--- config.mk ---
export PLATFORM = sky130hd
export DESIGN_NAME = id_ex_pipe_reg
export DESIGN_NICKNAME = d
export VERILOG_FILES = /design/src/rtl/id_ex_pipe_reg.sv
export SDC_FILE = /design/constraint.sdc
export NUM_CORES = 1
export LEC_CHECK = 0
export CAP_MARGIN = 10
export CORE_ASPECT_RATIO = 2
export CORE_MARGIN = 4
export CORE_UTILIZATION = 37
export DETAILED_ROUTE_END_ITERATION = 8
export GPL_TIMING_DRIVEN = 0
export PLACE_DENSITY_LB_ADDON = 0.1
export SYNTH_ARGS = -nofsm -noshare
export SYNTH_HDL_FRONTEND = slang
export SYNTH_SLANG_ARGS = --single-unit
--- constraint.sdc ---
create_clock -name clk -period 6.15 [get_ports clk]
set_input_delay 1.5375 -clock clk [delete_from_list [all_inputs] [get_ports clk]]
set_output_delay 1.5375 -clock clk [all_outputs]
set_load 0.005 [all_outputs]
--- src/rtl/id_ex_pipe_reg.sv ---
// rtl/id_ex_pipe_reg.sv - ID->EX pipeline register with stall, flush, load-use bubble and bubble counter
module id_ex_pipe_reg #(
    parameter int DATA_W    = 32,
    parameter int NUM_OPS   = 3,
    parameter int CTRL_W    = 8,
    parameter int MEMRD_BIT = 0,
    parameter int REG_W     = 5,
    parameter int CNT_W     = 16
) (
    input  logic                      clk,
    input  logic                      rst,
    input  logic                      id_valid,
    input  logic [DATA_W-1:0]         id_pc,
    input  logic [NUM_OPS*DATA_W-1:0] id_ops,
    input  logic [CTRL_W-1:0]         id_ctrl,
    input  logic [REG_W-1:0]          id_rs,
    input  logic [REG_W-1:0]          id_rt,
    input  logic [REG_W-1:0]          id_rd,
    input  logic                      stall_ext,
    input  logic                      flush,
    output logic                      ex_valid,
    output logic [DATA_W-1:0]         ex_pc,
    output logic [NUM_OPS*DATA_W-1:0] ex_ops,
    output logic [CTRL_W-1:0]         ex_ctrl,
    output logic [REG_W-1:0]          ex_rs,
    output logic [REG_W-1:0]          ex_rt,
    output logic [REG_W-1:0]          ex_rd,
    output logic                      hazard_stall,
    output logic [CNT_W-1:0]          bubble_cnt
);

    localparam logic [CNT_W-1:0] CNT_MAX = {CNT_W{1'b1}};

    logic                      r_valid;
    logic [DATA_W-1:0]         r_pc;
    logic [NUM_OPS*DATA_W-1:0] r_ops;
    logic [CTRL_W-1:0]         r_ctrl;
    logic [REG_W-1:0]          r_rs;
    logic [REG_W-1:0]          r_rt;
    logic [REG_W-1:0]          r_rd;
    logic [CNT_W-1:0]          r_bubble_cnt;

    logic w_ex_is_load;
    logic w_rd_match;
    logic w_hazard_raw;
    logic w_hazard_stall;
    logic w_load;
    logic w_bubble;
    logic w_cnt_sat;

    // A load in EX writing a non-zero register that the ID instruction reads is a load-use hazard.
    assign w_ex_is_load   = r_valid & r_ctrl[MEMRD_BIT];
    assign w_rd_match     = (r_rd != '0) & ((r_rd == id_rs) | (r_rd == id_rt));
    assign w_hazard_raw   = id_valid & w_ex_is_load & w_rd_match;

    // A taken branch kills the ID instruction anyway, so it must not also freeze the front end.
    assign w_hazard_stall = w_hazard_raw & ~flush;

    // Edge actions in priority order: flush, external stall, hazard bubble, normal load.
    assign w_bubble  = flush | (~stall_ext & w_hazard_stall);
    assign w_load    = ~flush & ~stall_ext & ~w_hazard_stall;
    assign w_cnt_sat = (r_bubble_cnt == CNT_MAX);

    // Valid and control: loaded on a normal advance, cleared together on any bubble so no stale
    // control ever sits behind an invalid slot.
    always_ff @(posedge clk or posedge rst) begin
        if (rst) begin
            r_valid <= 1'b0;
            r_ctrl  <= '0;
        end else if (w_load) begin
            r_valid <= id_valid;
            r_ctrl  <= id_valid ? id_ctrl : '0;
        end else if (w_bubble) begin
            r_valid <= 1'b0;
            r_ctrl  <= '0;
        end
    end

    // Data and specifier payload: only a normal advance replaces it; bubbles and stalls keep it.
    always_ff @(posedge clk or posedge rst) begin
        if (rst) begin
            r_pc  <= '0;
            r_ops <= '0;
            r_rs  <= '0;
            r_rt  <= '0;
            r_rd  <= '0;
        end else if (w_load) begin
            r_pc  <= id_pc;
            r_ops <= id_ops;
            r_rs  <= id_rs;
            r_rt  <= id_rt;
            r_rd  <= id_rd;
        end
    end

    // Count every inserted bubble (hazard or flush), sticking at the top value instead of wrapping.
    always_ff @(posedge clk or posedge rst) begin
        if (rst) begin
            r_bubble_cnt <= '0;
        end else if (w_bubble && !w_cnt_sat) begin
            r_bubble_cnt <= r_bubble_cnt + 1'b1;
        end
    end

    assign ex_valid     = r_valid;
    assign ex_pc        = r_pc;
    assign ex_ops       = r_ops;
    assign ex_ctrl      = r_ctrl;
    assign ex_rs        = r_rs;
    assign ex_rt        = r_rt;
    assign ex_rd        = r_rd;
    assign hazard_stall = w_hazard_stall;
    assign bubble_cnt   = r_bubble_cnt;

endmodule

Yosys cells after proc, flatten, opt, wreduce, memory -nomap -nowiden. Index checks and enable logic that the tools add are counted. W data, S select, Z words.

Register bits after elaboration: 168. Bits of input ports: 156. Logic and storage cells: 34.

$add $sub $neg: 1. Equality and inequality tests: 3. Multiplexer cells: 5. Bitwise logic cells: 13. Reductions and logical operators: 4.

Operators by type and width (number): $mux W8 (3); $add A16 B1 Y16 const B (1); $eq A16 B16 Y1 const B (1); $eq A5 B5 Y1 (2); $and A1 B1 Y1 (8); $reduce_bool A5 Y1 (1); $not A1 Y1 (3); $mux W1 (2); $or A1 B1 Y1 (2); $reduce_bool A2 Y1 (1); $logic_and A1 B1 Y1 (1); $logic_not A1 Y1 (1).

Logic depth before layout (Yosys ltp).
Depth in word-level cells: 9. Mapped depth: 7.

Least setup slack after synthesis. No wires, ideal clock.

Kind: in2out. From: input id_rs[4]. To: output hazard_stall. Arrival time: 2.193 ns. Required time: 4.612 ns. Slack: 2.420 ns. Cell stages on the path: 4. Buffers on the path: 0. Cells stage by stage: xnor2_1 -> nand3_1 -> o22a_1 -> nor3_1.

Word-level cells in the longest chain between the ends: 5.

RTL lines: start: declaration (RTL line 16) `input logic [REG_W-1:0] id_rs,`; $eq A5 B5 Y1 (RTL line 53) `assign w_rd_match = (r_rd != '0) & ((r_rd == id_rs) | (r_rd == id_rt));`; $or A1 B1 Y1 (RTL line 53); $and A1 B1 Y1 (RTL line 53); $and A1 B1 Y1 (RTL line 54) `assign w_hazard_raw = id_valid & w_ex_is_load & w_rd_match;`; $and A1 B1 Y1 (RTL line 57) `assign w_hazard_stall = w_hazard_raw & ~flush;`; end: declaration (RTL line 28) `output logic hazard_stall,`.

No other way between the ends.

Final worst setup path. Same ends and word-level chain as after synthesis.

==> results by stage <==
Outcome:
- The run finished with clean final reports.

Yosys:
- The mean post-synth cell area is 16.3 um^2.
- Synthesis produced a netlist with a net count of 577.
- The synthesized netlist contains 36 unique library cells.
- The number of warnings printed during yosys synthesis is 0.
- Counting flops and latches in the post-synthesis netlist gives 168.
- The commonest register cell after synthesis is dfrtp_1.
- The sequential cell area fraction in the yosys report is 61.5%.
- The number of synthesized flops with an enable pin is 0.
- The mapped netlist covers 0.00683 mm^2.
- For this run, asynchronously set or reset flops after synthesis account for 100%.
- Synthesis produced a netlist whose cell count is 420.

Setup path:
- The type of origin of the critical path is a primary input.
- For flop-to-flop paths, the worst setup slack is 3.80 ns.
- The data arrival time of the critical path is 3.31 ns.
- Data on the critical path is required at its endpoint by 4.61 ns.
- The critical path ends at hazard_stall.
- The startpoint of the most critical setup path is id_rs[4].
- The type of the worst setup path is primary input to output pin.
- The launch point of the worst reg-to-reg path is ex_rd[0].
- Along the worst path, the maximum fanout reaches 2.
- The worst-case reg-to-reg path depth is 6.
- The capturing element type of the critical path is an output pin.
- The critical register-to-register path endpoint is ex_ops[0].

Route:
- The number of nets with antenna violations after detailed routing is 0.
- For this block, the routed nets add up to 20,300 um of wire.
- The detailed-route via count is 4,820.
- In this run the top signal layer used is met4.
- The detailed-routing wirelength on met1 is 7060 um.
- After detailed routing, the number of remaining DRC violations is 0.
- The met2 routed wirelength is 11,300 um.
- The met3 wirelength from detailed routing is 1290 um.
- The pre-antenna-repair detailed-routing pass consisted of 4 iterations.
- Dividing the detail-routed via count by the number of cells gives 4.85.
- After detailed routing, the average wire length per cell comes to 20.5 um.
- The detailed router finished its first iteration with 134 violations.

Clocking:
- The clock drives 168 sinks.
- The number of buffers on the longest clock path is 2.
- The CTS H-tree depth is 4.
- The number of hold buffers added after cts is 0.
- TritonCTS built the clock tree.
- The number of clock buffers added by TritonCTS is 17.
- The clock network latency to the later pin of the worst-skew pair is 0.42 ns.
- The buffer count from post-CTS setup fixing is 0.
- In this run the clock root is driven by a clkbuf_16.
- The post-cts sizing count is 0.
- Clock-pin slew was measured on the worst setup and hold paths at 0.06 ns.

Timing:
- The share of the clock period used by the worst path is 78.9%.
- At the pin with the least slew margin, the transition time is 0.570 ns.
- Setup violations remaining at the end of the flow were counted as 0.
- Static timing analysis puts the maximum clock frequency at 206 MHz.
- Between clock sinks in the finished design, the worst skew comes to 0.00917 ns.
- The number of max-slew violations in the final report is 0.
- Measured against its own limit, the worst slew margin works out to 61.9%.
- Subtracting the final worst setup slack from the clock period gives 4.85 ns.
- The number of hold violations in the final report was 0.
- Setup repair after global routing left no endpoint under its margin.

Power and ir drop:
- The total power is 3.31 mW.
- In this run the power density over the cells is 301 mW/mm^2.
- The leakage component of the power is 4.75 nW.
- The worst-case IR drop observed on VDD is 0.163 mV.

Min path:
- The worst hold path class is flip-flop to flip-flop.

Cells and area:
- Cells with a size suffix above 1 make up 24.8% of the layout.
- Compared with the post-synthesis result, the final layout area differs by 60.9%.
- The final net count is 921.
- The non-filler instance count after layout is 994.

Job:
- The max-capacitance violation count is 0.

Die:
- The floorplan die area is 0.0208 mm^2.
- The die width is 104 um.
- The number of primary I/O pins is 325.
- The floorplan has 70 rows.
- The vertical die dimension is 200 um.
- The initial utilization of the core area, before any placement, comes to 37.5%.
- After floorplanning, the core was sized to cover 0.0182 mm^2.

Global routing:
- The number of global-route vias before repair came to 5,551.
- The final global-route overflow total is 0.
- Entering global routing, the biggest net connects 89 pins.
- Global routing used 19.8% of the available tracks.
- The number of antenna violations at the first check in global routing is 3.
- The first global-routing pass estimated 31,900 um of wire.

Placement:
- Once detailed placement completed, the half-perimeter wirelength came to 15,800 um.
- The last weighted congestion value of the routability-driven placer is 0.822.
- The cell count after placement is 961.
- Input and output buffers added on the ports amount to 324.
-- worst min path at each step --
stage	from	to	cells past startpoint
global route	bubble_cnt[8]	bubble_cnt[8]	1
floorplan	bubble_cnt[5]	bubble_cnt[5]	1
detailed placement	bubble_cnt[8]	bubble_cnt[8]	1
CTS	bubble_cnt[8]	bubble_cnt[8]	1
global placement	bubble_cnt[8]	bubble_cnt[8]	1
finish	bubble_cnt[8]	bubble_cnt[8]	1
-- cell type report --
type                            instances  area, um^2
Multi-Input combinational cell        231        2480
Clock inverter                          8         148
Antenna cell                            3        7.51
Sequential cell                       168        4200
Tap cell                              216         270
Inverter                                5        26.3
Buffer                                 16         126
Fill cell                            1487        7230
Clock buffer                           22         454
Timing Repair Buffer                  325        3270
-- cells in the final DEF, fill, tap and decap left out, types with 2 or more instances in the layout --
cell	count
xnor2_1	10
nand3_1	5
clkdlybuf4s50_1	324
nor3_1	5
nor3b_1	4
a22o_1	8
bufinv_16	4
buf_2	8
inv_1	3
mux2_4	60
clkinvlp_4	3
nand4_1	2
nor2_1	6
clkbuf_1	4
mux2_2	83
mux2_1	4
dfrtp_1	168
nand2_1	11
nor4_1	2
and3_1	2
xor2_1	10
buf_6	7
diode_2	3
clkbuf_16	17
o31ai_1	4
-- through the flow --
stage	setup TNS [ns]	hold WS (ns)	worst slack (ns)	util, %	area, um^2
2_1_floorplan	0	0.477	0.0658	-	6830
3_3_place_gp	-349.91	0.479	-2.10	56.8	10300
3_5_place_dp	0	0.476	1.27	57.0	10400
4_1_cts	0	0.489	1.25	60.3	11000
5_1_grt	0	0.512	1.21	60.3	11000
6_report	0	0.486	1.30	60.3	11000
-- flip-flops by register name (all words and copies together) (netlist names) --
signal	flops
bubble_cnt	16
ex_rt	5
ex_valid	1
ex_ctrl	8
ex_pc	32
ex_rd	5
ex_rs	5
ex_ops	96
-- per-layer routing --
layer  track usage [%]  up-vias
li1                  -     2183
met1              20.1     2390
met2              36.7      215
met3              5.90       32
met4              9.37        0
met5                 0        -
-- synthesized netlist by cell type (2+ instances only) --
cell | n | area, um^2
dfrtp_1 | 168 | 4200
mux2_2 | 83 | 935
mux2_4 | 60 | 901
nand2_1 | 11 | 41.3
xnor2_1 | 10 | 87.6
xor2_1 | 10 | 87.6
a22o_1 | 8 | 70.1
buf_2 | 8 | 40.0
buf_6 | 7 | 78.8
nor2_1 | 6 | 22.5
nand3_1 | 5 | 25.0
nor3_1 | 5 | 25.0
inv_1 | 4 | 15.0
mux2_1 | 4 | 45.0
nor3b_1 | 4 | 30.0
o31ai_1 | 4 | 30.0
and3_1 | 2 | 12.5
nand4_1 | 2 | 12.5
nor4_1 | 2 | 12.5
-- power breakdown --
part           internal [mW]  switching (mW)
Combinational          0.553           0.245
Clock                  0.686           0.429
Sequential              1.27           0.119
Total                   2.51           0.793
-- logic make-up after synthesis --
group,after synthesis,share of synthesized area [%]
xor+xnor,20,2.56
simple gates,43,3.37
mux,147,27.5
fa+ha+maj,1,0.183
compound gates,20,2.69
buf+inv,21,2.12
flops,168,61.5
-- critical path: stages --
cell	delay, ns
clkdlybuf4s50_1	0.52
xnor2_1	0.13
nand3_1	0.11
o22a_1	0.25
nor3_1	0.19
clkdlybuf4s50_1	0.58
Power figures use the tool's default switching activity.
